[config.mk]
export PLATFORM = sky130hd
export DESIGN_NAME = rr_pick
export DESIGN_NICKNAME = d
export VERILOG_FILES = /design/src/rtl/arb_pkg.sv /design/src/rtl/rr_pick.sv
export SDC_FILE = /design/constraint.sdc
export NUM_CORES = 1
export LEC_CHECK = 0
export BUFFER_PORTS_ARGS = -buffer_cell sky130_fd_sc_hd__buf_4
export CORE_MARGIN = 2
export CORE_UTILIZATION = 55
export DETAILED_ROUTE_END_ITERATION = 12
export GPL_ROUTABILITY_DRIVEN = 0
export PLACE_DENSITY = 0.91
export SLEW_MARGIN = 20
export SYNTH_ARGS = -nofsm -noshare
export SYNTH_HDL_FRONTEND = slang
export SYNTH_SLANG_ARGS = --single-unit
[constraint.sdc]
create_clock -name vclk -period 8.7
set_input_delay 0.87 -clock vclk [all_inputs]
set_output_delay 0.87 -clock vclk [all_outputs]
set_load 0.01 [all_outputs]
[src/rtl/arb_pkg.sv]
// Shared definitions for the 8-requester round-robin arbiter.
//
// Contents:
//   N_REQ        number of requesters (fixed at 8, matches the 8x3 encoder)
//   IDX_W        width of a requester index
//   DEF_MAX_HOLD default grant duration limit for the optional hold timeout
//   state_t      arbiter FSM state
//   idx_inc      modulo-8 index increment used for the priority pointer
package arb_pkg;

    localparam int N_REQ        = 8;
    localparam int IDX_W        = 3;
    localparam int DEF_MAX_HOLD = 15;

    typedef enum logic {
        IDLE = 1'b0,
        BUSY = 1'b1
    } state_t;

    // Index width is exactly log2(N_REQ), so natural overflow gives the 7->0 wrap.
    function automatic logic [IDX_W-1:0] idx_inc(input logic [IDX_W-1:0] idx);
        return idx + 1'b1;
    endfunction

endpackage

[src/rtl/rr_pick.sv]
// Rotating-priority picker: finds the first set request bit scanning upward
// from ptr, wrapping 7->0. Purely combinational.
//
// Ports:
//   req     in   [7:0]  request vector
//   ptr     in   [2:0]  index with highest priority
//   onehot  out  [7:0]  one-hot winner, zero when no request
//   idx     out  [2:0]  winner index (don't-care when any == 0)
//   any     out         at least one request is set
module rr_pick
    import arb_pkg::*;
(
    input  logic [N_REQ-1:0] req,
    input  logic [IDX_W-1:0] ptr,
    output logic [N_REQ-1:0] onehot,
    output logic [IDX_W-1:0] idx,
    output logic             any
);

    logic [N_REQ-1:0] rot;
    logic [IDX_W-1:0] pos;

    always_comb begin
        // Rotate so that bit ptr lands at position 0; a plain lowest-set-bit
        // search on the rotated vector is then the round-robin search.
        rot = N_REQ'({req, req} >> ptr);
        pos = '0;
        for (int i = N_REQ - 1; i >= 0; i--) begin
            if (rot[i]) begin
                pos = IDX_W'(i);
            end
        end
        any    = |req;
        idx    = ptr + pos;
        onehot = any ? (N_REQ'(1) << idx) : '0;
    end

endmodule

### Word level (Yosys, flattened, before mapping)

Cells that the tools add are included.

| storage, ports and cells | value |
|---|---|
| output and inout port bits | 12 |
| register bits | 0 |
| input port bits | 11 |

| cells by class | value |
|---|---|
| muxes and demuxes | 9 |
| shift operators | 2 |
| reduce and logical (&&, ||, !) cells | 1 |
| add/sub/neg operators | 1 |

Operator list:

| operator | count |
|---|---|
| 2-to-1 mux 3 bit | 8 |
| right shift 16 x 3 -> 8 bit | 1 |
| 2-to-1 mux 8 bit | 1 |
| OR reduction 8 bit | 1 |
| << shifter 1 x 3 -> 8 bit, first input constant | 1 |
| adder 3 bit | 1 |

### Longest topological paths before layout

Gate-level depths: netlist of the first run.

| depth | value |
|---|---|
| word-level depth | 12 |
| gate-level depth with buffers | 14 |
| gate-level depth less buffers | 12 |

### Worst setup path before layout of the first run

No wires, ideal clock.

| timing | value |
|---|---|
| kind | in2out |
| start | in ptr[1] |
| end | out onehot[4] |
| setup slack | 4.183 ns |
| stages on the path | 14 |
| arrival time | 3.647 ns |
| buffers on the path | 2 |
| required time | 7.830 ns |
| path through | buf_6 > buf_2 > and2_1 > o21a_1 > mux4_2 > a211o_1 > o21ai_0 > nand2_1 > ha_1 > inv_1 > fa_1 > xor2_1 > xnor2_2 > nor4b_1 |

| between the ends | value |
|---|---|
| cells in the longest elaborated chain, start to end | 12 |

RTL lines:

| element | RTL line | text |
|---|---|---|
| start: declaration | rr_pick.sv:14 | `input logic [IDX_W-1:0] ptr,` |
| right shift 16 x 3 -> 8 bit | rr_pick.sv:26 | `rot = N_REQ'({req, req} >> ptr);` |
| 2-to-1 mux 3 bit (8 in series) | rr_pick.sv:29 | `if (rot[i]) begin` |
| adder 3 bit (*) | rr_pick.sv:34 | `idx = ptr + pos;` |
| named net idx[2] | rr_pick.sv:16 | `output logic [IDX_W-1:0] idx,` |
| << shifter 1 x 3 -> 8 bit (*) | rr_pick.sv:35 | `onehot = any ? (N_REQ'(1) << idx) : '0;` |
| 2-to-1 mux 8 bit (*) | rr_pick.sv:35 |  |
| end: declaration | rr_pick.sv:15 | `output logic [N_REQ-1:0] onehot,` |

The timed path passes the listed nets; every way through them passes the cells marked *.

### Final worst setup path of the first run

| timing | value |
|---|---|
| start | in ptr[1] |
| end | out onehot[4] |

| between the ends | value |
|---|---|
| cells in the longest elaborated chain, start to end | 12 |

RTL lines:

| element | RTL line |
|---|---|
| right shift 16 x 3 -> 8 bit | rr_pick.sv:26 |
| 2-to-1 mux 3 bit (8 in series) | rr_pick.sv:29 |
| adder 3 bit (*) | rr_pick.sv:34 |
| << shifter 1 x 3 -> 8 bit (*) | rr_pick.sv:35 |
| 2-to-1 mux 8 bit (*) | rr_pick.sv:35 |

Mark *: on every way between the ends. The rest lies on a longest branch, timed or not.

==> run summary, run 1 <==
Comb pwr share: 1.000
MaxCap Viol Count: 0
FILL cells: 105
Die ar.: 0.00177 mm2
Worst EP arrival: 3.92 ns
Int Pwr: 0.0402 mW
total setup buffers inserted after CTS: 0
CP Data Required Time: 7.83 ns
YS warnings: 0
Psw: 0.0394 mW
Crit. End Element: output port
DR iter-0 viols: 13
Post-Syn Instances: 82
Startpoint Class: primary input
seq_cells: 0
Via density: 6.76
Tightest Hold Check Type: in2out
ant diodes: 0
setup-violating endpoint count in the final report: 0
setup_tns: 0 ns
Clk pwr share: 0
layout cells sized above 1: 0.360
pwr dens: 83.5 mW/mm2
post-layout minimum cycle time: 4.79 ns
Synth Cell Area: 798 um2
port buffer count: 23
first-pass GRT wire length: 3.29 mm
P&R area growth vs syn: 19.4%
Seq/Total Area, Yosys: 0
initial antenna violation count: 0
nets@finish: 115
Seq pwr share: 0
Final period util: 0.551
most frequent cells in the layout: buf_4, nor2_1, mux2i_1
hpwl dp: 1.49 mm
RSZ-0062 raised after global routing: no
WS Path Type: in2out
post-cts sizing count: 0
Rows: 13
Post-Syn Nets: 95
leakage power: 0.419 nW
worst-path fanout max: 19
Routed WL: 1.82 mm
DIE WIDTH: 42.1 um
drt pass-1 iters: 4
Remaining Overflow, GRT: 0
Layout Utilization: 0.715
hold_buf cts: 0
clock buffer count: 0
sw frac: 0.495
Post-Syn Area per Cell: 9.73 um2
Initial Util: 0.598
via count: 777
Die Height: 42.1 um
Slew HR: 0.768
Final ANT Viol Nets: 0
core area: 0.00133 mm2
global-route usage over all layers: 0.228
total area of sequential cells: 0 um2
status: complete, no violations
Routed WL per cell: 15.8 um
Hold Crit Depth: 5
Max Clk Rate: 0.209 GHz
# IOs: 23
DRC Markers: 0
pin count of the biggest net entering global routing: 20
Slew @ Worst Pin: 0.346 ns
most common cell after layout, fill and taps aside: buf_4
vias in the first global route: 742
max-slew violations: 0
worst IR drop on VDD: 0.0399 mV
Fin. Hold Viols: 0
post-synth cell types: 34
==> power groups by stage <==
stage	logic (mW)	clock network, mW	registers (mW)
floorplan	0.0518	0	0
global placement	0.0763	0	0
detailed placement	0.0797	0	0
CTS	0.0799	0	0
global route	0.0871	0	0
finish	0.0796	0	0
==> Yosys cell counts, types with 2 or more instances <==
| cell | number | area (um2) |
|---|---|---|
| nor4_1 | 2 | 12.5 |
| buf_2 | 2 | 10.0 |
| nor2_1 | 10 | 37.5 |
| mux2i_1 | 8 | 80.1 |
| mux4_1 | 6 | 158 |
| nand2b_1 | 2 | 12.5 |
| mux4_2 | 6 | 135 |
| inv_1 | 3 | 11.3 |
| mux2_2 | 2 | 22.5 |
| nor3_1 | 6 | 30.0 |
| o21a_1 | 2 | 15.0 |
| buf_4 | 2 | 15.0 |
| nor2b_1 | 2 | 12.5 |
| nand2_1 | 2 | 7.51 |
| o21ai_0 | 2 | 10.0 |
| and4_1 | 2 | 17.5 |
| and2_1 | 3 | 18.8 |
| a21oi_1 | 3 | 15.0 |
| nor4b_1 | 2 | 17.5 |
==> layer usage <==
layer / track usage / vias to the layer above / part of all wire
met3: 0.0172 / 4 / 0.052
met2: 0.419 / 37 / 0.51
met1: 0.292 / 369 / 0.42
met4: 0.0500 / 0 / 0.018
met5: 0 / - / 0
li1: - / 367 / -
==> worst max-delay path, cell delays in order <==
cell and delay [ns]:
buf_4 0.23, mux4_1 0.66, nand2b_1 0.20, a211oi_1 0.26, a31oi_1 0.06, nand2_1 0.08, ha_1 0.13, inv_1 0.04
fa_1 0.36, xor2_1 0.17, xnor2_2 0.34, nor4b_1 0.32, buf_4 0.18
==> cell type report <==
type               count  area [um2]  area share
multi-input cells     73         747       0.783
well taps             15        18.8      0.0197
inverters              4        15.0      0.0157
repair buffers        23         173       0.181
==> path summary, 6_finish.rpt <==
check	start	to	slack, ns
worst min-delay path	req[3]	any	2.34
worst max-delay path	ptr[1]	onehot[4]	3.91
==> stage by stage <==
| stage | cell area [um2] | hold WS [ns] | setup slack, ns | std cells | power, mW |
|---|---|---|---|---|---|
| after floorplan | 798 | 1.97 | 4.18 | 82 | 0.0518 |
| after global placement | 953 | 2.31 | 4.05 | 115 | 0.0763 |
| after detailed placement | 953 | 2.34 | 3.94 | 115 | 0.0797 |
| after CTS | 953 | 2.34 | 3.94 | 115 | 0.0799 |
| after global routing | 953 | 2.38 | 3.69 | 115 | 0.0871 |
| final | 953 | 2.34 | 3.91 | 115 | 0.0796 |
==> kinds of logic (layout without fill, tap and decap cells) <==
family / after synthesis / after routing / share of synthesized area
XOR/XNOR: 2 / 2 / 0.0314
AO/OA/AOI/OAI: 11 / 11 / 0.103
buffers and inverters: 9 / 27 / 0.0643
multiplexers: 23 / 23 / 0.514
adder cells (fa/ha/maj): 2 / 2 / 0.0408
AND/OR/NAND/NOR: 35 / 35 / 0.246
(Power assumes the default switching activity.)
==> inputs of run 2 (changes only) <==
--- a/config.mk
+++ b/config.mk
@@ -5,12 +5,13 @@
 export SDC_FILE = /design/constraint.sdc
 export NUM_CORES = 1
 export LEC_CHECK = 0
+export ABC_AREA = 1
 export BUFFER_PORTS_ARGS = -buffer_cell sky130_fd_sc_hd__buf_4
-export CORE_MARGIN = 2
-export CORE_UTILIZATION = 55
+export CORE_AREA = 2 2 39 41
 export DETAILED_ROUTE_END_ITERATION = 12
+export DIE_AREA = 0 0 41 43
 export GPL_ROUTABILITY_DRIVEN = 0
-export PLACE_DENSITY = 0.91
+export PLACE_DENSITY = 0.84
 export SLEW_MARGIN = 20
 export SYNTH_ARGS = -nofsm -noshare
 export SYNTH_HDL_FRONTEND = slang
==> constraint.sdc (replaced) <==
create_clock -name vclk -period 4.51
set_input_delay 0.451 -clock vclk [all_inputs]
set_output_delay 0.451 -clock vclk [all_outputs]
set_load 0.01 [all_outputs]
==> run 2 against run 1 <==
Compared with the run above:
- worst hold slack lost 1.0 ns
- count of clock-buffer cells in the layout unchanged
- first-iteration DRC count grew 54%
- synthesized area decreased by 21%
- worst setup slack worse by 2.7 ns
- die area is 0.51% lower
- synthesized cell count is 39% higher
- sequential share of layout area unchanged
- non-clock buffer count is the same
- cell count rose by 30%
- via count is 4.4% lower
- power increased by 66%
- largest cell class unchanged
- highest routed layer is now met3
==> run summary, run 2 <==
status: complete, no violations
Worst path max stage delay: 0.37 ns
Via density: 4.95
worst-path fanout max: 10
Clk pwr share: 0
share of the synthesized area in the top cell type: 0.221
Slew @ Worst Pin: 0.302 ns
MaxCap Viol Count: 0
post-synth cell types: 23
Die Height: 43 um
Layout Utilization: 0.569
hpwl dp: 1.32 mm
post-layout minimum cycle time: 3.30 ns
Rows: 14
setup_tns: 0 ns
sw frac: 0.581
cell taking the most area after synthesis: nand2_1
Routed WL: 1.52 mm
most frequent cells in the layout: nand2_1, nand3_1, buf_4
core area: 0.00138 mm2
Synth Cell Area: 628 um2
Worst path most repeated cell: nand2_1
setup-violating endpoint count in the final report: 0
FILL cells: 143
Slowest cell on crit path: fa_1
footprint of the multi-input gates: 547 um2
ranking of synthesized cells by area: nand2_1, nand3_1, nand2_2, buf_6, a21oi_1
Remaining Overflow, GRT: 0
Worst EP arrival: 2.85 ns
post-synthesis adder-cell area fraction: 0.0518
Int Pwr: 0.0555 mW
first-pass GRT wire length: 2.52 mm
Seq pwr share: 0
DP Cell Count: 150
post-cts sizing count: 0
layout cells sized above 1: 0.388
Finished Layout Cells: 150
vias in the first global route: 635
Die ar.: 0.00176 mm2
multiplexer share of the synthesized area: 0
CP cell instances: buf_4 > inv_8 > nand2_2 > nand3_1 > nand2_1 > nand2_1 > nand2_1 > nand2_1 > nand2_1 > nand2_1 > nand2_1 > nand2_1 > a21oi_1 > ha_1 > inv_1 > fa_1 > xor2_1 > inv_1 > nand3_2 > nand2_4 > nor2_2 > buf_4
# IOs: 23
max-slew violations: 0
simple-gate share of the synthesized area: 0.723
worst IR drop on VDD: 0.0695 mV
Psw: 0.0770 mW
Slew HR: 0.798
pin count of the biggest net entering global routing: 12
Seq/Total Area, Yosys: 0
global-route usage over all layers: 0.189
port buffer count: 23
DRC Markers: 0
nets@finish: 149
Initial Util: 0.454
Post-Syn Nets: 127
DIE WIDTH: 41 um
Post-Syn Area per Cell: 5.51 um2
P&R area growth vs syn: 25.3%
YS warnings: 0
Comb pwr share: 1.000
seq_cells: 0
Crit. End Element: output port
RSZ-0062 raised after global routing: no
Tot Pwr: 0.132 mW
Tightest Hold Check Type: in2out
hold_buf cts: 0
total area of sequential cells: 0 um2
Max Clk Rate: 0.303 GHz
DR iter-0 viols: 20
initial antenna violation count: 0
Post-Syn Instances: 114
most common cell after layout, fill and taps aside: nand2_1
via count: 743
Startpoint Class: primary input
pwr dens: 168 mW/mm2
clock buffer count: 0
largest family of logic cells by synthesized area: simple AND/OR/NAND/NOR gates
leakage power: 0.410 nW
Synth top cells by count: nand2_1, nand3_1, nand2_2
Final ANT Viol Nets: 0
CP Data Required Time: 4.06 ns
Final period util: 0.733
count leader, synth: nand2_1
Fin. Hold Viols: 0
drt pass-1 iters: 4
Routed WL per cell: 10.1 um
Synth Area in XOR/XNOR: 0.0139
ant diodes: 0
Synth Area in Compound Gates: 0.0817
WS Path Type: in2out
total setup buffers inserted after CTS: 0
run 2: layer usage:
metal,wire [um],share of wire,track usage
met1,772,0.51,0.287
met5,0,0,0
met4,0,0,0.00667
met2,731,0.48,0.303
met3,14,0.0092,0.00524
run 2: worst paths after layout:
path   start         to  slack [ns]  cells after the start
max   ptr[0]  onehot[5]        1.21                     22
min   req[5]        any        1.32                      4
run 2: per-stage QoR:
stage	hold WS, ns	setup slack [ns]	area, um2
after floorplan	1.07	1.57	628
final	1.32	1.21	787
after CTS	1.32	1.22	787
after global routing	1.37	0.936	787
after global placement	1.31	1.28	787
after detailed placement	1.32	1.22	787
run 2: power by group through the flow:
stage | combinational [mW] | sequential (mW) | clock [mW]
3_5_place_dp | 0.132 | 0 | 0
4_1_cts | 0.132 | 0 | 0
5_1_grt | 0.147 | 0 | 0
2_1_floorplan | 0.0889 | 0 | 0
3_3_place_gp | 0.130 | 0 | 0
6_report | 0.132 | 0 | 0
run 2: area by class of cell:
cell class | count | area share
multi-input combinational | 101 | 0.695
timing repair buffer | 23 | 0.219
inverter | 10 | 0.0604
tap | 16 | 0.0254
run 2: worst max-delay path: cells and delay by family:
family                   cells  cell delay, ns
adder cells (fa/ha/maj)      2            0.54
AND/OR/NAND/NOR             13            0.93
XOR/XNOR                     1            0.28
buffers and inverters        5            0.48
AO/OA/AOI/OAI                1            0.15
run 2: kinds of logic (layout without fill, tap and decap cells):
| logic type | count (synthesis) | after routing |
|---|---|---|
| fa+ha+maj | 2 | 2 |
| simple gates | 89 | 89 |
| compound gates | 9 | 9 |
| xor+xnor | 1 | 1 |
| buf+inv | 13 | 33 |
==> inputs of run 3 (changes only) <==
==> constraint.sdc (replaced) <==
create_clock -name vclk -period 3.43
set_input_delay 0.343 -clock vclk [all_inputs]
set_output_delay 0.343 -clock vclk [all_outputs]
set_load 0.01 [all_outputs]
==> run 3 against run 2 <==
Compared with the run above:
- via count is 5.1% higher
- power is 32% higher
- cell count stayed put
- die area stayed put
- first-iteration DRC count is 10% lower
- count of clock-buffer cells in the layout stayed put
- global-route usage is 0.80 points higher
- routed wire length is 1.4% higher
- combinational power is 33% higher
- utilization stayed put
- worst hold slack worse by 0.21 ns
- final area stayed put
- critical endpoint is now onehot[4]
==> run summary, run 3 (synthesis gave the netlist of run 2 again) <==
hold_buf cts: 0
M3 GR Usage: 0
post-layout minimum cycle time: 3.10 ns
most frequent cells in the layout: nand2_1, nand3_1, buf_4
max-slew violations: 0
gr busiest metal: met2
setup_tns: 0 ns
drt pass-1 iters: 4
layout cells sized above 1: 0.388
CP cell instances: buf_4 > inv_8 > nand2_2 > nand3_1 > nand2_1 > nand2_1 > nand2_1 > nand2_1 > nand2_1 > nand2_1 > nand2_1 > nand2_1 > a21oi_1 > ha_1 > inv_1 > fa_1 > xor2_1 > inv_1 > nand3_2 > nand2_4 > nor2_2 > buf_4
Clk pwr share: 0
Slew @ Worst Pin: 0.306 ns
clock buffer count: 0
DIE WIDTH: 41 um
fin area: 787 um2
placed cell area: 787 um2
hpwl dp: 1.34 mm
total area of sequential cells: 0 um2
Tot Pwr: 0.175 mW
Worst Min Path Start: req[5]
met1 Usage GRT: 0.287
Psw: 0.101 mW
core area: 0.00138 mm2
Final ANT Viol Nets: 0
pin count of the biggest net entering global routing: 12
ant diodes: 0
DR iter-0 viols: 18
Slew HR: 0.795
Max Clk Rate: 0.322 GHz
DP Cell Count: 150
Final period util: 0.905
Rows: 14
# IOs: 23
setup-violating endpoint count in the final report: 0
Die ar.: 0.00176 mm2
Die Height: 43 um
Via density: 5.21
Top Family by Delay on Critical Path: simple AND/OR/NAND/NOR gates
Hold WS: 1.11 ns
Worst EP arrival: 2.76 ns
Tightest Hold Check Type: in2out
Worst path most repeated cell: nand2_1
vias in the first global route: 692
status: complete, no violations
CP Data Required Time: 3.09 ns
total setup buffers inserted after CTS: 0
PnR worst setup slack: 0.326 ns
Startpoint Class: primary input
Hold EP: any
sum of buffers and inverters on the critical path: 5
initial antenna violation count: 0
Crit. End Element: output port
sw frac: 0.581
Worst path max stage delay: 0.36 ns
RSZ-0062 raised after global routing: no
Remaining Overflow, GRT: 0
via count: 781
seq_cells: 0
DRC Markers: 0
MaxCap Viol Count: 0
nets@finish: 149
pwr dens: 222 mW/mm2
Routed WL per cell: 10.3 um
Finished Layout Cells: 150
port buffer count: 23
GR Layer Usage met2: 0.331
Comb pwr share: 1.000
Hold Crit Depth: 4
Routed WL: 1.54 mm
worst-path fanout max: 10
Slowest cell on crit path: fa_1
post-cts sizing count: 0
first-pass GRT wire length: 2.64 mm
Seq pwr share: 0
Layout Utilization: 0.569
Initial Util: 0.454
worst IR drop on VDD: 0.0752 mV
P&R area growth vs syn: 25.3%
most common cell after layout, fill and taps aside: nand2_1
leakage power: 0.410 nW
Int Pwr: 0.0732 mW
global-route usage over all layers: 0.197
setup slack at placement: 0.318 ns
WS Path Type: in2out
Fin. Hold Viols: 0
run 3: cell counts in the layout (fill, tap and decap cells not counted):
No cell type changed its count.
run 3: layout make-up:
class	count	area, um2
Tap cell	16	20.0
Multi-Input combinational cell	101	547
Timing Repair Buffer	23	173
Fill cell	149	597
Inverter	10	47.5
run 3: routing by layer:
metal | vias to the layer above | part of all wire
met5 | - | 0
met4 | 0 | 0
met3 | 0 | 0.020
met2 | 12 | 0.51
met1 | 358 | 0.47
li1 | 411 | -
run 3: worst max-delay path by stage:
stage,depth (start not counted),end,startpoint
2_1_floorplan,20,onehot[4],ptr[0]
3_3_place_gp,22,onehot[5],ptr[0]
3_5_place_dp,22,onehot[7],ptr[0]
4_1_cts,22,onehot[7],ptr[0]
5_1_grt,22,onehot[4],ptr[0]
6_report,22,onehot[4],ptr[0]
run 3: power by group through the flow:
stage	sequential (mW)	clock, mW	combinational (mW)
3_5_place_dp	0	0	0.174
3_3_place_gp	0	0	0.171
2_1_floorplan	0	0	0.117
5_1_grt	0	0	0.193
4_1_cts	0	0	0.175
6_report	0	0	0.175
run 3: worst min-delay path, cell delays in order:
cell     delay, ns
buf_4         0.10
nor4_1        0.04
nand2_1       0.14
buf_4         0.15
